--- src/rtl/uart_tx_arbiter_if.sv ---
// Signal bundle between the byte requesters, the UART transmitter and uart_tx_arbiter.
// The slave modport is the arbiter's view; master is the environment driving it.
interface uart_tx_arbiter_if #(
  parameter int NUM_REQ = 4
);
  logic [NUM_REQ-1:0]   i_Req_Valid;
  logic [8*NUM_REQ-1:0] i_Req_Byte;
  logic [NUM_REQ-1:0]   i_Req_Last;
  logic [NUM_REQ-1:0]   o_Req_Ready;
  logic [NUM_REQ-1:0]   o_Grant;
  logic                 o_TX_DV;
  logic [7:0]           o_TX_Byte;
  logic                 i_TX_Active;
  logic                 i_TX_Done;
  logic                 o_Gap_Timeout;

  modport master (
    output i_Req_Valid, i_Req_Byte, i_Req_Last, i_TX_Active, i_TX_Done,
    input  o_Req_Ready, o_Grant, o_TX_DV, o_TX_Byte, o_Gap_Timeout
  );

  modport slave (
    input  i_Req_Valid, i_Req_Byte, i_Req_Last, i_TX_Active, i_TX_Done,
    output o_Req_Ready, o_Grant, o_TX_DV, o_TX_Byte, o_Gap_Timeout
  );
endinterface

--- src/rtl/uart_tx_arbiter.sv ---
// Round-robin arbiter sharing one 8N1 UART transmitter among NUM_REQ byte sources,
// locking ownership from a requester's first byte until its flagged last byte.
module uart_tx_arbiter #(
  parameter int NUM_REQ     = 4,
  parameter int GAP_TIMEOUT = 4096
) (
  input  logic              i_Clock,
  input  logic              i_Reset,
  uart_tx_arbiter_if.slave  io_bus
);
  // state        | meaning
  // ST_IDLE      | unowned; pick next valid requester once the transmitter is idle
  // ST_ISSUE     | owner locked; waiting for its next byte (gap counter running)
  // ST_WAIT_DONE | one byte in flight; waiting for the transmitter's done pulse
  localparam logic [1:0] ST_IDLE      = 2'd0;
  localparam logic [1:0] ST_ISSUE     = 2'd1;
  localparam logic [1:0] ST_WAIT_DONE = 2'd2;

  localparam int PW = (NUM_REQ > 1) ? $clog2(NUM_REQ) : 1;
  localparam int GW = (GAP_TIMEOUT > 1) ? $clog2(GAP_TIMEOUT) : 1;
  localparam logic [GW-1:0] GAP_MAX  = GW'(GAP_TIMEOUT - 1);
  localparam logic [PW-1:0] LAST_IDX = PW'(NUM_REQ - 1);

  logic [1:0]         r_state;
  logic [PW-1:0]      r_ptr;
  logic [PW-1:0]      r_owner;
  logic [NUM_REQ-1:0] r_grant;
  logic [NUM_REQ-1:0] r_ready;
  logic               r_tx_dv;
  logic [7:0]         r_tx_byte;
  logic               r_last;
  logic [GW-1:0]      r_gap;
  logic               r_timeout;

  logic               w_found;
  logic [PW-1:0]      w_sel;
  logic [PW:0]        w_sum;
  logic [PW-1:0]      w_idx;
  logic [NUM_REQ-1:0] w_sel_onehot;
  logic [NUM_REQ-1:0] w_own_onehot;
  logic [PW-1:0]      w_next_ptr;

  // Search ptr, ptr+1, ... with wrap; the first valid requester wins.
  always_comb begin
    w_found = 1'b0;
    w_sel   = '0;
    w_sum   = '0;
    w_idx   = '0;
    for (int i = 0; i < NUM_REQ; i++) begin
      w_sum = {1'b0, r_ptr} + (PW+1)'(i);
      if (w_sum >= (PW+1)'(NUM_REQ)) begin
        w_sum = w_sum - (PW+1)'(NUM_REQ);
      end
      w_idx = w_sum[PW-1:0];
      if (!w_found && io_bus.i_Req_Valid[w_idx]) begin
        w_found = 1'b1;
        w_sel   = w_idx;
      end
    end
  end

  assign w_sel_onehot = NUM_REQ'(1) << w_sel;
  assign w_own_onehot = NUM_REQ'(1) << r_owner;
  assign w_next_ptr   = (r_owner == LAST_IDX) ? '0 : r_owner + 1'b1;

  always_ff @(posedge i_Clock) begin
    if (i_Reset) begin
      r_state   <= ST_IDLE;
      r_ptr     <= '0;
      r_owner   <= '0;
      r_grant   <= '0;
      r_ready   <= '0;
      r_tx_dv   <= 1'b0;
      r_tx_byte <= '0;
      r_last    <= 1'b0;
      r_gap     <= '0;
      r_timeout <= 1'b0;
    end else begin
      r_tx_dv   <= 1'b0;
      r_ready   <= '0;
      r_timeout <= 1'b0;
      case (r_state)
        ST_IDLE: begin
          if (w_found && !io_bus.i_TX_Active) begin
            r_owner <= w_sel;
            r_grant <= w_sel_onehot;
            r_gap   <= '0;
            r_state <= ST_ISSUE;
          end
        end
        ST_ISSUE: begin
          if (io_bus.i_Req_Valid[r_owner]) begin
            r_tx_byte <= io_bus.i_Req_Byte[8*r_owner +: 8];
            r_tx_dv   <= 1'b1;
            r_ready   <= w_own_onehot;
            r_last    <= io_bus.i_Req_Last[r_owner];
            r_gap     <= '0;
            r_state   <= ST_WAIT_DONE;
          end else if ((GAP_TIMEOUT != 0) && (r_gap == GAP_MAX)) begin
            r_timeout <= 1'b1;
            r_grant   <= '0;
            r_ptr     <= w_next_ptr;
            r_state   <= ST_IDLE;
          end else if (r_gap != GAP_MAX) begin
            r_gap <= r_gap + 1'b1;
          end
        end
        ST_WAIT_DONE: begin
          if (io_bus.i_TX_Done) begin
            if (r_last) begin
              r_grant <= '0;
              r_ptr   <= w_next_ptr;
              r_state <= ST_IDLE;
            end else begin
              r_gap   <= '0;
              r_state <= ST_ISSUE;
            end
          end
        end
        default: r_state <= ST_IDLE;
      endcase
    end
  end

  assign io_bus.o_Grant       = r_grant;
  assign io_bus.o_Req_Ready   = r_ready;
  assign io_bus.o_TX_DV       = r_tx_dv;
  assign io_bus.o_TX_Byte     = r_tx_byte;
  assign io_bus.o_Gap_Timeout = r_timeout;

endmodule
--- src/flat_wrapper.sv ---
// flat-port wrapper written by rule: the top's interface ports become plain ports
module uart_tx_arbiter_flat 
#(
  parameter int NUM_REQ     = 4,
  parameter int GAP_TIMEOUT = 4096
)
  (i_Clock, i_Reset, io_bus_i_Req_Valid, io_bus_i_Req_Byte, io_bus_i_Req_Last, io_bus_i_TX_Active, io_bus_i_TX_Done, io_bus_o_Req_Ready, io_bus_o_Grant, io_bus_o_TX_DV, io_bus_o_TX_Byte, io_bus_o_Gap_Timeout);
  uart_tx_arbiter_if #(.NUM_REQ(NUM_REQ)) io_bus_i ();
  input  logic i_Clock;
  input  logic i_Reset;
  input wire logic [$bits(io_bus_i.i_Req_Valid)-1:0] io_bus_i_Req_Valid;
  input wire logic [$bits(io_bus_i.i_Req_Byte)-1:0] io_bus_i_Req_Byte;
  input wire logic [$bits(io_bus_i.i_Req_Last)-1:0] io_bus_i_Req_Last;
  input wire logic [$bits(io_bus_i.i_TX_Active)-1:0] io_bus_i_TX_Active;
  input wire logic [$bits(io_bus_i.i_TX_Done)-1:0] io_bus_i_TX_Done;
  output wire logic [$bits(io_bus_i.o_Req_Ready)-1:0] io_bus_o_Req_Ready;
  output wire logic [$bits(io_bus_i.o_Grant)-1:0] io_bus_o_Grant;
  output wire logic [$bits(io_bus_i.o_TX_DV)-1:0] io_bus_o_TX_DV;
  output wire logic [$bits(io_bus_i.o_TX_Byte)-1:0] io_bus_o_TX_Byte;
  output wire logic [$bits(io_bus_i.o_Gap_Timeout)-1:0] io_bus_o_Gap_Timeout;
  assign io_bus_i.i_Req_Valid = io_bus_i_Req_Valid;
  assign io_bus_i.i_Req_Byte = io_bus_i_Req_Byte;
  assign io_bus_i.i_Req_Last = io_bus_i_Req_Last;
  assign io_bus_i.i_TX_Active = io_bus_i_TX_Active;
  assign io_bus_i.i_TX_Done = io_bus_i_TX_Done;
  assign io_bus_o_Req_Ready = io_bus_i.o_Req_Ready;
  assign io_bus_o_Grant = io_bus_i.o_Grant;
  assign io_bus_o_TX_DV = io_bus_i.o_TX_DV;
  assign io_bus_o_TX_Byte = io_bus_i.o_TX_Byte;
  assign io_bus_o_Gap_Timeout = io_bus_i.o_Gap_Timeout;
  uart_tx_arbiter #(.NUM_REQ(NUM_REQ), .GAP_TIMEOUT(GAP_TIMEOUT)) u_core (.i_Clock(i_Clock), .i_Reset(i_Reset), .io_bus(io_bus_i));
endmodule
--- config.mk ---
export PLATFORM = sky130hd
export DESIGN_NAME = uart_tx_arbiter_flat
export DESIGN_NICKNAME = d
export VERILOG_FILES = /design/src/rtl/uart_tx_arbiter_if.sv /design/src/rtl/uart_tx_arbiter.sv /design/src/flat_wrapper.sv
export SDC_FILE = /design/constraint.sdc
export NUM_CORES = 1
export LEC_CHECK = 0
export CORE_MARGIN = 3
export CORE_UTILIZATION = 45
export CTS_BUF_LIST = sky130_fd_sc_hd__clkbuf_8
export CTS_CLUSTER_SIZE = 12
export DETAILED_ROUTE_END_ITERATION = 7
export PLACE_DENSITY_LB_ADDON = 0.2
export SYNTH_ARGS = -nofsm -noshare
export SYNTH_HDL_FRONTEND = slang
export SYNTH_SLANG_ARGS = --single-unit
--- constraint.sdc ---
create_clock -name i_Clock -period 3.1 [get_ports i_Clock]
set_input_delay 0.62 -clock i_Clock [delete_from_list [all_inputs] [get_ports i_Clock]]
set_output_delay 0.62 -clock i_Clock [all_outputs]
set_load 0.02 [all_outputs]
==> run metrics <==
number of routed nets with antenna violations=0; Setup violations, final=0; largest net degree at the start of global routing=17; number of synthesized flops with an enable pin=0; Worst slew margin=approximately two thirds; path class of the lowest-slack min-delay path=flip-flop to flip-flop; post-synthesis instance total=~230; final routed wirelength across all metal layers=about 4.6 mm; number of cells traversed by the worst register-to-register path=7; syn avg cell area=between 8 and 9 um2; worst-case hold slack=approximately 0.45 ns; post-layout util=66.1%; count of unique library cells instantiated by Yosys=46; Worst Path Class, Setup=primary input to flip-flop; Die Height=roughly 73 um; dpl ws=0.279 ns; number of antenna repair diodes=0; clock latency at the later pin of the worst-skew pair=slightly below 0.3 ns; leakage power of the design=around 0.96 nW; CTS H-tree depth=2; number of hold violations in the final report=0; fmax=0.389 GHz; first-pass GRT wire length=~7.6 mm; setup repair after global routing missed its margin=false; Reg-to-Reg Start=u_core.r_gap[0]$_SDFFE_PP0P_; final setup margin=around 0.53 ns; Post-CTS Resized=0; max-slew violation total from the final report=0; outcome=finished, final reports clean; number of synthesized register bits=37; post-synthesis instance area=slightly above 2000 um2; crit-path cells=clkdlybuf4s50_1, nor4_1, o21ai_1, o2111ai_4, buf_4, or4_1, a21oi_1; number of setup buffers added after CTS=0; data arrival time of the critical path=about 2.8 ns; P per Cell Area=between 400 and 500 nW/um2; Critical Path RT=about 3.3 ns; DP Area=2670 um2; final routed DRC violation total=0; maximum count of clock buffers along a single path=2; top flip-flop cell by instance count after synthesis=sky130_fd_sc_hd__dfxtp_1; Floorplan Core Area=approximately 4200 um2; crit-path max FO=10; detailed placer's ending HPWL=between 3 and 4 mm; post-synthesis adder-cell area fraction=approximately 3.7%; number of warnings printed during yosys synthesis=0; die outline area=approximately 5300 um2; mux share of post-synthesis cell area=15.1%; hold_sp=u_core.io_bus.o_TX_Byte[2]$_SDFFE_PP0P_; final net count=about 340; share of flip-flops with an asynchronous set or reset after synthesis=0%; number of design-rule violations left by the first detailed-router iteration=84; setup total negative slack=0 ns; Worst path max stage delay=0.56 ns; Hold Crit Depth=2; antenna violations before repair=0; simple-gate portion of the synthesized area=a little over a fifth; setup slack of the worst register-to-register path=approximately 0.9 ns; min Tclk post-route=roughly 2.6 ns; starting density of the core=about half; standard-cell row count=23; syn nets=275; pin slew with the least headroom to its limit=0.481 ns; worst-case hold path end point=u_core.io_bus.o_TX_Byte[2]$_SDFFE_PP0P_; Vias=roughly 1900; synthesized-area fraction occupied by ao, oa, aoi and oai cells=between 10% and 20%; clk sink count=37; commonest non-fill, non-tap cells in the layout=sky130_fd_sc_hd__clkdlybuf4s50_1, sky130_fd_sc_hd__nand2_1, sky130_fd_sc_hd__dfxtp_1; fraction of the cycle the final worst path needs=about 83%; Hold-fix buffers, CTS=0; gpl congestion=around 0.83; CTS tree=built; worst setup path startpoint=io_bus_i_Req_Valid[0]; share of layout cells above drive strength 1=under 10%; chip width=73.0 um; Max IR drop VDD=~0.00032 V; FF-to-FF End=u_core.r_gap[11]$_SDFFE_PP0P_; largest family of logic cells by synthesized area=simple AND/OR/NAND/NOR gates; clock root cell=sky130_fd_sc_hd__clkbuf_8; max-cap violations=0; Worst setup SP type=primary input; Worst-path clk slew=approximately 0.07 ns; first-pass detailed-route iteration total=4; share of the yosys chip area belonging to registers=between 30% and 40%; worst clock skew=~0.0055 ns; CTS Buf Count=5; via count of the first global-routing pass=between 1500 and 2000; global-route congestion overflow total=0; post-route cell area=2760 um2; ports placed on the boundary=62; critical path's slowest cell=sky130_fd_sc_hd__clkdlybuf4s50_1; count of input and output buffers=slightly above 60; post-DR vias/cell=between 5 and 6; global routing usage summed across all routing layers=18.1%; XOR/XNOR Fraction of Synth Area=0.434%; Synth-to-Final Area Change=36.7%; post-detailed-route wirelength per cell=13.7 um; commonest non-fill, non-tap cell in the layout=sky130_fd_sc_hd__clkdlybuf4s50_1; Critical Path End Type=flip-flop
-- routing by layer --
| layer | vias to the layer above | routed length (um) | track usage, % |
|---|---|---|---|
| li1 | 949 | - | - |
| met1 | 874 | 1990 | 22.5 |
| met2 | 25 | 2420 | 30.3 |
| met3 | 4 | 141 | 3.86 |
| met4 | 0 | 51 | 7.38 |
| met5 | - | 0 | 0 |
-- stage by stage --
step                      total power [mW]  std cells
after global placement               0.912        330
after detailed placement             0.916        330
final                                 1.25        337
after global routing                  1.32        337
after CTS                             1.26        337
after floorplan                      0.785        225
-- state kept, by name, summed over array words and instances (netlist names) --
signal,cells
u_core.io_bus.o_TX_DV,1
u_core.io_bus.o_Req_Ready,4
u_core.io_bus.o_Gap_Timeout,1
u_core.io_bus.o_Grant,4
u_core.io_bus.o_TX_Byte,8
u_core.r_owner,2
u_core.r_last,1
u_core.r_gap,12
u_core.r_state,2
u_core.r_ptr,2
-- synthesized netlist by cell type, types with 2 or more instances --
cell type / n / share of area (%)
sky130_fd_sc_hd__nor4b_1: 2 / 0.87
sky130_fd_sc_hd__o22ai_1: 2 / 0.62
sky130_fd_sc_hd__nor2_1: 9 / 1.7
sky130_fd_sc_hd__nand3_1: 4 / 0.99
sky130_fd_sc_hd__nand2b_1: 2 / 0.62
sky130_fd_sc_hd__clkbuf_1: 9 / 1.7
sky130_fd_sc_hd__and4_1: 2 / 0.87
sky130_fd_sc_hd__o31ai_1: 3 / 1.1
sky130_fd_sc_hd__dfxtp_1: 37 / 37
sky130_fd_sc_hd__a21oi_1: 26 / 6.4
sky130_fd_sc_hd__ha_1: 6 / 3.7
sky130_fd_sc_hd__and3_1: 4 / 1.2
sky130_fd_sc_hd__mux4_2: 10 / 11
sky130_fd_sc_hd__o21ai_1: 8 / 2.0
sky130_fd_sc_hd__mux2i_1: 8 / 4.0
sky130_fd_sc_hd__inv_1: 9 / 1.7
sky130_fd_sc_hd__nor4_1: 4 / 1.2
sky130_fd_sc_hd__nand4_1: 3 / 0.93
sky130_fd_sc_hd__or3_1: 9 / 2.8
sky130_fd_sc_hd__nand2_1: 39 / 7.2
sky130_fd_sc_hd__or4_1: 3 / 1.1
sky130_fd_sc_hd__buf_6: 2 / 1.1
-- where the power goes --
group          leakage [nW]  internal (mW)  total (mW)  switching, mW
Sequential            0.300          0.506       0.526         0.0204
Combinational         0.616          0.189       0.378          0.188
Clock                0.0433          0.176       0.343          0.167
-- kinds of logic after synthesis --
logic type               Yosys count
AO/OA/AOI/OAI                     54
XOR/XNOR                           1
adder cells (fa/ha/maj)            6
buffers and inverters             23
flip-flops                        37
multiplexers                      18
AND/OR/NAND/NOR                   86
-- how the worst max path moves through the flow --
stage,to,slack (ns),cells past startpoint
floorplan,u_core.r_gap[1]$_SDFFE_PP0P_,0.90,7
global placement,u_core.r_gap[0]$_SDFFE_PP0P_,0.31,7
detailed placement,u_core.r_gap[7]$_SDFFE_PP0P_,0.28,7
CTS,u_core.r_gap[11]$_SDFFE_PP0P_,0.58,7
global route,u_core.r_gap[11]$_SDFFE_PP0P_,0.41,7
finish,u_core.r_gap[11]$_SDFFE_PP0P_,0.53,7
-- critical path: cells and delay by family --
kind / cells / cell delay (ns)
AOI/OAI and AO/OA: 3 / 0.80
buffers and inverters: 2 / 0.80
and+or+nand+nor: 2 / 0.57
-- layout make-up --
type	count	area [um2]
Tap cell	50	62.6
Clock buffer	6	82.6
Multi-Input combinational cell	165	1170
Timing Repair Buffer	68	663
Clock inverter	1	7.51
Fill cell	340	1410
Inverter	10	37.5
Sequential cell	37	741
No activity file was read; power rests on OpenSTA's default activity.
